File: src/rtl/food_placer.sv
// Food placement controller: random LFSR draws with off-grid and occupancy
// rejection, falling back to a row-major scan once the draw budget runs out.
module food_placer #(
    parameter int GRID_W    = 16,
    parameter int GRID_H    = 12,
    parameter int MAX_TRIES = 32
) (
    input  logic       clk,
    input  logic       rst,
    input  logic       req,
    input  logic [7:0] rand0,
    input  logic [7:0] rand1,
    output logic       query_valid,
    output logic [3:0] query_x,
    output logic [3:0] query_y,
    input  logic       occupied,
    output logic [3:0] food_x,
    output logic [3:0] food_y,
    output logic       busy,
    output logic       done,
    output logic       fail
);

    typedef enum logic [2:0] {
        S_IDLE,
        S_SAMPLE,
        S_QUERY,
        S_CHECK,
        S_SCAN_Q,
        S_SCAN_CHK,
        S_DONE,
        S_FAIL
    } state_t;

    localparam logic [4:0] LP_W    = 5'(GRID_W);
    localparam logic [4:0] LP_H    = 5'(GRID_H);
    localparam logic [3:0] LP_XL   = 4'(GRID_W - 1);
    localparam logic [3:0] LP_YL   = 4'(GRID_H - 1);
    localparam logic [7:0] LP_MAXT = 8'(MAX_TRIES);

    state_t     r_state;
    logic [7:0] r_tries;
    logic [3:0] r_cx;
    logic [3:0] r_cy;
    logic [3:0] r_sx;
    logic [3:0] r_sy;
    logic       r_qv;
    logic [3:0] r_qx;
    logic [3:0] r_qy;
    logic [3:0] r_fx;
    logic [3:0] r_fy;
    logic       r_busy;
    logic       r_done;
    logic       r_fail;

    logic [3:0] w_cx;
    logic [3:0] w_cy;
    logic       w_in_range;
    logic [7:0] w_tries_inc;
    logic       w_row_end;
    logic       w_scan_end;
    logic [3:0] w_sx_nx;
    logic [3:0] w_sy_nx;
    logic       w_unused;

    assign w_cx        = rand0[3:0];
    assign w_cy        = rand1[3:0];
    assign w_in_range  = ({1'b0, w_cx} < LP_W) && ({1'b0, w_cy} < LP_H);
    assign w_tries_inc = r_tries + 8'd1;
    assign w_row_end   = (r_sx == LP_XL);
    assign w_scan_end  = w_row_end && (r_sy == LP_YL);
    assign w_sx_nx     = w_row_end ? 4'd0 : r_sx + 4'd1;
    assign w_sy_nx     = w_row_end ? r_sy + 4'd1 : r_sy;
    assign w_unused    = ^{rand0[7:4], rand1[7:4]};

    always_ff @(posedge clk or negedge rst) begin
        if (!rst) begin
            r_state <= S_IDLE;
            r_tries <= 8'd0;
            r_cx    <= 4'd0;
            r_cy    <= 4'd0;
            r_sx    <= 4'd0;
            r_sy    <= 4'd0;
            r_qv    <= 1'b0;
            r_qx    <= 4'd0;
            r_qy    <= 4'd0;
            r_fx    <= 4'd0;
            r_fy    <= 4'd0;
            r_busy  <= 1'b0;
            r_done  <= 1'b0;
            r_fail  <= 1'b0;
        end else begin
            r_qv   <= 1'b0;
            r_done <= 1'b0;
            r_fail <= 1'b0;
            unique case (r_state)
                S_IDLE: begin
                    r_tries <= 8'd0;
                    r_sx    <= 4'd0;
                    r_sy    <= 4'd0;
                    r_busy  <= 1'b0;
                    if (req) begin
                        r_state <= S_SAMPLE;
                        r_busy  <= 1'b1;
                    end
                end
                S_SAMPLE: begin
                    r_tries <= w_tries_inc;
                    if (w_in_range) begin
                        r_cx    <= w_cx;
                        r_cy    <= w_cy;
                        r_qv    <= 1'b1;
                        r_qx    <= w_cx;
                        r_qy    <= w_cy;
                        r_state <= S_QUERY;
                    end else if (w_tries_inc == LP_MAXT) begin
                        r_sx    <= 4'd0;
                        r_sy    <= 4'd0;
                        r_qv    <= 1'b1;
                        r_qx    <= 4'd0;
                        r_qy    <= 4'd0;
                        r_state <= S_SCAN_Q;
                    end else begin
                        r_state <= S_SAMPLE;
                    end
                end
                S_QUERY: begin
                    r_state <= S_CHECK;
                end
                // tries was already bumped in SAMPLE, so compare directly
                S_CHECK: begin
                    if (!occupied) begin
                        r_fx    <= r_cx;
                        r_fy    <= r_cy;
                        r_done  <= 1'b1;
                        r_state <= S_DONE;
                    end else if (r_tries == LP_MAXT) begin
                        r_sx    <= 4'd0;
                        r_sy    <= 4'd0;
                        r_qv    <= 1'b1;
                        r_qx    <= 4'd0;
                        r_qy    <= 4'd0;
                        r_state <= S_SCAN_Q;
                    end else begin
                        r_state <= S_SAMPLE;
                    end
                end
                S_SCAN_Q: begin
                    r_state <= S_SCAN_CHK;
                end
                S_SCAN_CHK: begin
                    if (!occupied) begin
                        r_fx    <= r_sx;
                        r_fy    <= r_sy;
                        r_done  <= 1'b1;
                        r_state <= S_DONE;
                    end else if (w_scan_end) begin
                        r_fail  <= 1'b1;
                        r_state <= S_FAIL;
                    end else begin
                        r_sx    <= w_sx_nx;
                        r_sy    <= w_sy_nx;
                        r_qv    <= 1'b1;
                        r_qx    <= w_sx_nx;
                        r_qy    <= w_sy_nx;
                        r_state <= S_SCAN_Q;
                    end
                end
                S_DONE: begin
                    r_busy  <= 1'b0;
                    r_state <= S_IDLE;
                end
                S_FAIL: begin
                    r_busy  <= 1'b0;
                    r_state <= S_IDLE;
                end
            endcase
        end
    end

    assign query_valid = r_qv;
    assign query_x     = r_qx;
    assign query_y     = r_qy;
    assign food_x      = r_fx;
    assign food_y      = r_fy;
    assign busy        = r_busy;
    assign done        = r_done;
    assign fail        = r_fail;

endmodule

File: config.mk
export PLATFORM = sky130hd
export DESIGN_NAME = food_placer
export DESIGN_NICKNAME = d
export VERILOG_FILES = /design/src/rtl/food_placer.sv
export SDC_FILE = /design/constraint.sdc
export NUM_CORES = 1
export LEC_CHECK = 0
export CORE_MARGIN = 3
export CORE_UTILIZATION = 30
export CTS_CLUSTER_DIAMETER = 30
export DETAILED_ROUTE_END_ITERATION = 8
export GPL_TIMING_DRIVEN = 1
export MAX_ROUTING_LAYER = met4
export PLACE_DENSITY = 0.51
export SKIP_CTS_REPAIR_TIMING = 1
export SYNTH_ARGS = -nofsm -noshare
export SYNTH_HDL_FRONTEND = slang
export SYNTH_SLANG_ARGS = --single-unit
File: constraint.sdc
create_clock -name clk -period 6.7 [get_ports clk]
set_input_delay 1.005 -clock clk [delete_from_list [all_inputs] [get_ports clk]]
set_output_delay 1.005 -clock clk [all_outputs]
set_load 0.02 [all_outputs]
==> impl_metrics.tcl, run 1 <==
set metrics [dict create \
    outcome "completed" \
    die_w_um 98.0 \
    drtAntennaViolNets 0 \
    grt_overflow_total 0 \
    synth_cells 253 \
    cts-root-buf "clkbuf_8" \
    grt.total_usage_pct 12.8 \
    slew_viol_final 0 \
    hold_viol 0 \
    grt_pass1_wl_um 9650 \
    holdPathEnd "food_y[0]" \
    leakage_nw 1.32 \
    path_cells "clkdlybuf4s50_1 -> nand2_1 -> nand3_2 -> o21ai_1 -> a31o_1 -> mux2_4" \
    vias 1921 \
    routedWlPerCell_um 15.1 \
    crit_fanout 9 \
    ys_ff_latch 47 \
    min-delay-path-class "reg2reg" \
    cts_htree_levels 2 \
    crit_required_ns 6.90 \
    drt_wl_total_um 5740 \
    rsz0062_at_grt "false" \
    max_stage_delay_ns 0.56 \
    cts.reportedPaths.clkPinSlew_ns 0.10 \
    die_area_um2 9610 \
    synth_edf_count 0 \
    syn_to_final_growth_pct 19.0 \
    yosys_warnings 0 \
    max_freq_ghz 0.354 \
    max_cap_violations 0 \
    cts_made_buffers 5 \
    yosys-top-cells-count "47 x dfrtp_1, 30 x nand2_1, 22 x o21ai_0, 18 x nor2_1, 16 x mux2i_1" \
    ys_seq_area_share_pct 46.3 \
    clk_latency_ns 0.31 \
    antenna_found_initial 0 \
    synth_fp_nets 277 \
    reg2reg_setup_slack_ns 4.04 \
    nFillCells 813 \
    coreArea_um2 7970 \
    finalSetupViolCount 0 \
    cpMaxStageDelayCell "clkdlybuf4s50_1" \
    worst_pin_slew_ns 0.610 \
    syn_avg_cell_area_um2 10.0 \
    dp_hpwl_um 3890 \
    synth_async_sr_flop_share_pct 100 \
    drt-initial-drc-count 138 \
    gp_congestion 0.767 \
    finalSetupTns_ns 0 \
    cts_tree "yes" \
    synthTopCellsByArea "dfrtp_1 46%, mux2i_1 6.3%, nand2_1 4.4%" \
    vias_per_cell 5.04 \
    r2r-end "query_y[0]" \
    synthFlopType "dfrtp_1" \
    boundaryPins 40 \
    drt-pass1-iter-count 4 \
    cp-start-kind "input port" \
    netlist.top_cell.by_area "dfrtp_1" \
    placementRows 32 \
    yosysUniqueCellTypes 52 \
    final_nets 302 \
    power_density_nw_per_um2 436 \
    yosys.area.top_type_share_pct 46.3 \
    worstSetupPathType "in2reg" \
    fin_crit_sh_pct 42.1 \
    hold_slack_ns 0.484 \
    irDropWorstVdd_uv 172 \
    worst_ep_arrival_time_ns 3.02 \
    min_path_cells 2 \
    clock_sinks 47 \
    grt_max_degree 48 \
    period_minus_slack_ns 2.82 \
    reg2reg_depth 6 \
    yosysMostFrequentCell "dfrtp_1" \
    n_antenna_cell 0 \
    start_util_pct 31.9 \
    r2r_start "r_state[0]" \
    drc_errors 0 \
    fin_util_pct 37.9 \
    end_kind "flop" \
    grt_pass1_vias 1898 \
    cts_buffer_depth 2 \
    synth_area_um2 2540 \
    min_from "food_y[0]" \
    die_height_um 98.0 \
    drive_gt1_share_pct 12.2 \
    skew_ns 0.00753 \
    port-buffer-count 31 \
    relSlewSlack_pct 59.3 \
]
## per-stage QoR
stage	std cells	worst slack, ns	cell area, µm²	power (mW)
global placement	373	3.53	2910	1.10
floorplan	253	4.58	2540	0.914
finish	381	3.88	3020	1.32
CTS	381	3.85	3020	1.34
global route	381	3.72	3020	1.43
detailed placement	373	3.52	2910	1.11
## critical path: cells and delay by family
family | cells | cell delay [ns]
buffers and inverters | 1 | 0.56
muxes | 1 | 0.35
AOI/OAI and AO/OA | 2 | 0.67
and+or+nand+nor | 2 | 0.44
## cell type report
class	count	area, µm²	area share [%]
repair buffers	33	320	10.6
well taps	102	128	4.22
clock buffers	5	68.8	2.28
clock inverters	3	47.5	1.57
multi-input cells	181	1240	41.1
inverters	10	40.0	1.33
flip-flops and latches	47	1180	38.9
## sequential cells by signal, indices dropped and copies added, names as in the netlist
signal / flops
r_tries: 8
food_x: 4
food_y: 4
query_x: 4
query_y: 4
r_cx: 4
r_cy: 4
r_sx: 4
r_sy: 4
r_state: 3
busy: 1
done: 1
fail: 1
query_valid: 1
## layer usage
layer	share of wire, %	wire [µm]	GRT usage [%]	up-vias
met5	0	0	-	-
met4	1.6	91	4.79	0
met3	2.8	158	2.00	7
met2	44	2500	19.0	29
met1	52	2990	17.7	931
li1	-	-	-	954
## kinds of logic (layout without fill, tap and decap cells)
| group | count (synthesis) | after routing | synth area share, % |
|---|---|---|---|
| flip-flops | 47 | 47 | 46.3 |
| buffers and inverters | 25 | 51 | 4.83 |
| AND/OR/NAND/NOR | 82 | 82 | 16.0 |
| XOR/XNOR | 4 | 4 | 1.38 |
| multiplexers | 31 | 31 | 13.8 |
| AO/OA/AOI/OAI | 60 | 60 | 15.7 |
| adder cells (fa/ha/maj) | 4 | 4 | 1.97 |
## worst max-delay path by stage
| stage | start | end | slack (ns) |
|---|---|---|---|
| finish | rand1[2] | query_y[0] | 3.88 |
| global route | rand1[3] | query_y[3] | 3.72 |
| CTS | rand1[3] | query_y[0] | 3.85 |
| detailed placement | rand1[3] | query_x[2] | 3.52 |
| global placement | rand1[3] | query_y[2] | 3.53 |
| floorplan | r_sx[0] | query_x[1] | 4.58 |
## placed cells by master (no fill, tap or decap), types with 2 or more instances in the layout
cell / Yosys / final
buf_4: 1 / 2
mux2_4: 6 / 6
and2_1: 2 / 2
nor2_1: 18 / 18
xnor2_1: 3 / 3
a221o_1: 3 / 3
o21ai_0: 22 / 22
clkdlybuf4s50_1: 0 / 30
and3_1: 5 / 5
mux2i_1: 16 / 16
a311oi_1: 2 / 2
a21oi_1: 11 / 11
nand2b_1: 2 / 2
mux2_2: 9 / 9
o32ai_1: 3 / 3
a31oi_1: 2 / 2
or3_1: 2 / 2
dfrtp_1: 47 / 47
nor3b_1: 2 / 2
nor3_1: 4 / 4
o22a_1: 2 / 2
nand2_1: 30 / 30
clkbuf_8: 0 / 5
inv_1: 9 / 9
ha_1: 4 / 4
nand3_1: 8 / 8
## power breakdown
group          total (mW)  switching (mW)  internal [mW]  leakage (nW)
sequential          0.490          0.0997          0.390         0.597
clock               0.221           0.108          0.113        0.0587
combinational       0.605           0.326          0.279         0.663
Note: power is estimated with default switching activity, not from simulation.
==> run 2: changes to the inputs <==
Settings changed: PLACE_DENSITY 0.51 to 0.52.
Clock period 6.7 ns to 2.5 ns, I/O delays scaled along.
==> impl_metrics.tcl, run 2 (synthesized netlist as in run 1, its figures left out) <==
set metrics [dict create \
    outcome "completed" \
    rsz0062_at_grt "false" \
    fin_util_pct 39.4 \
    largest_reg_flops 8 \
    p_clk_share_pct 16.1 \
    critPathTopFamily "simple AND/OR/NAND/NOR gates" \
    cts_htree_levels 2 \
    max_freq_ghz 0.439 \
    path_cells "ha_1 -> and3_1 -> mux2i_1 -> o32ai_1 -> and4_1 -> a31o_1 -> buf_12 -> mux2_4" \
    crit_fanout 9 \
    relSlewSlack_pct 59.1 \
    final_nets 314 \
    switchingPower_mw 1.43 \
    path_depth 8 \
    port-buffer-count 31 \
    worstPathBufferInverterCount 1 \
    vias 1958 \
    drc_errors 0 \
    reg2reg_setup_slack_ns 0.22 \
    die_area_um2 9610 \
    max_stage_delay_ns 0.44 \
    leakage_nw 1.38 \
    cts_made_buffers 5 \
    cp-start-kind "flop" \
    final_common_cell "dfrtp_1" \
    final_cell_mix "47 x dfrtp_1, 30 x nand2_1, 30 x clkdlybuf4s50_1, 22 x o21ai_0, 18 x nor2_1" \
    swShare_pct 39.6 \
    reg2reg_depth 8 \
    grt_pass1_vias 1878 \
    r2r-end "query_y[2]" \
    seqPwrFrac_pct 35.6 \
    n_antenna_cell 0 \
    fin_ws_ns 0.222 \
    grt_overflow_total 0 \
    preCtsSetupSlack_ns 0.270 \
    placementRows 32 \
    fin_crit_sh_pct 91.1 \
    routedWlPerCell_um 14.2 \
    slew_viol_final 0 \
    syn_to_final_growth_pct 23.5 \
    hold_viol 0 \
    r2r_start "r_tries[1]" \
    clk_latency_ns 0.30 \
    finalSetupViolCount 0 \
    nFillCells 797 \
    worstSetupPathType "reg2reg" \
    antenna_found_initial 0 \
    max_cap_violations 0 \
    grt_pass1_wl_um 9490 \
    cts.reportedPaths.clkPinSlew_ns 0.10 \
    cts_tree "yes" \
    combPwrFrac_pct 48.3 \
    coreArea_um2 7970 \
    die_w_um 98.0 \
    drive_gt1_share_pct 15.8 \
    dp_cells 385 \
    grt_max_degree 48 \
    grt.total_usage_pct 12.4 \
    finalPower_mw 3.62 \
    irDropWorstVdd_uv 432 \
    die_height_um 98.0 \
    crit_required_ns 2.69 \
    cts_buffer_depth 2 \
    worst_pin_slew_ns 0.613 \
    start_util_pct 31.9 \
    dp_hpwl_um 3960 \
    skew_ns 0.00763 \
    clock_sinks 47 \
    cpMaxStageDelayCell "dfrtp_1" \
    drt-initial-drc-count 133 \
    power_density_nw_per_um2 1150 \
    drt_wl_total_um 5600 \
    worst_ep_arrival_time_ns 2.47 \
    period_minus_slack_ns 2.28 \
    min-delay-path-class "in2async" \
    gp_congestion 0.781 \
    drt-pass1-iter-count 5 \
    vias_per_cell 4.98 \
    end_kind "flop" \
    cts-root-buf "clkbuf_8" \
    p_int_mw 2.18 \
    final_cells 393 \
    regMostFlops "r_tries" \
    finalSetupTns_ns 0 \
    drtAntennaViolNets 0 \
    boundaryPins 40 \
]
[run 2: power by group through the flow]
stage               logic, mW  clock network, mW  registers (mW)
finish                   1.75              0.583            1.29
global route             1.94              0.644            1.34
CTS                      1.77              0.613            1.29
detailed placement       1.77                  0            1.31
global placement         1.77                  0            1.30
floorplan                1.05                  0            1.40
[run 2: worst max path at each step]
stage / startpoint / endpoint / slack (ns)
finish: r_tries[1] / query_y[2] / 0.22
global placement: r_tries[1] / query_y[2] / 0.27
CTS: r_tries[1] / query_y[2] / 0.22
global route: r_tries[1] / query_y[3] / 0.08
floorplan: r_sx[0] / query_x[1] / 0.38
detailed placement: r_tries[1] / query_y[1] / 0.27
[run 2: through the flow]
stage | area, µm² | hold WS [ns]
3_5_place_dp | 3020 | 0.385
4_1_cts | 3140 | 0.0453
6_report | 3140 | 0.0459
2_1_floorplan | 2540 | 0.0794
5_1_grt | 3140 | 0.0548
3_3_place_gp | 3020 | 0.381
[run 2: final cells by class]
class,instances,area [µm²],area share (%)
Clock buffer,5,68.8,2.19
Clock inverter,3,47.5,1.52
Inverter,10,40.0,1.28
Multi-Input combinational cell,181,1240,39.6
Sequential cell,47,1180,37.5
Tap cell,102,128,4.07
Timing Repair Buffer,45,435,13.9
[run 2: worst register-to-register path, stage by stage, from the launching register on]
cell and delay, ns:
dfrtp_1 0.44, ha_1 0.21, and3_1 0.15, mux2i_1 0.07, o32ai_1 0.28, and4_1 0.35
a31o_1 0.22, buf_12 0.15, mux2_4 0.30
[run 2: metal layers]
metal / GRT usage [%] / part of all wire (%)
met5: - / 0
met3: 2.14 / 3.7
met2: 17.4 / 44
met1: 18.5 / 52
met4: 2.88 / 0.66
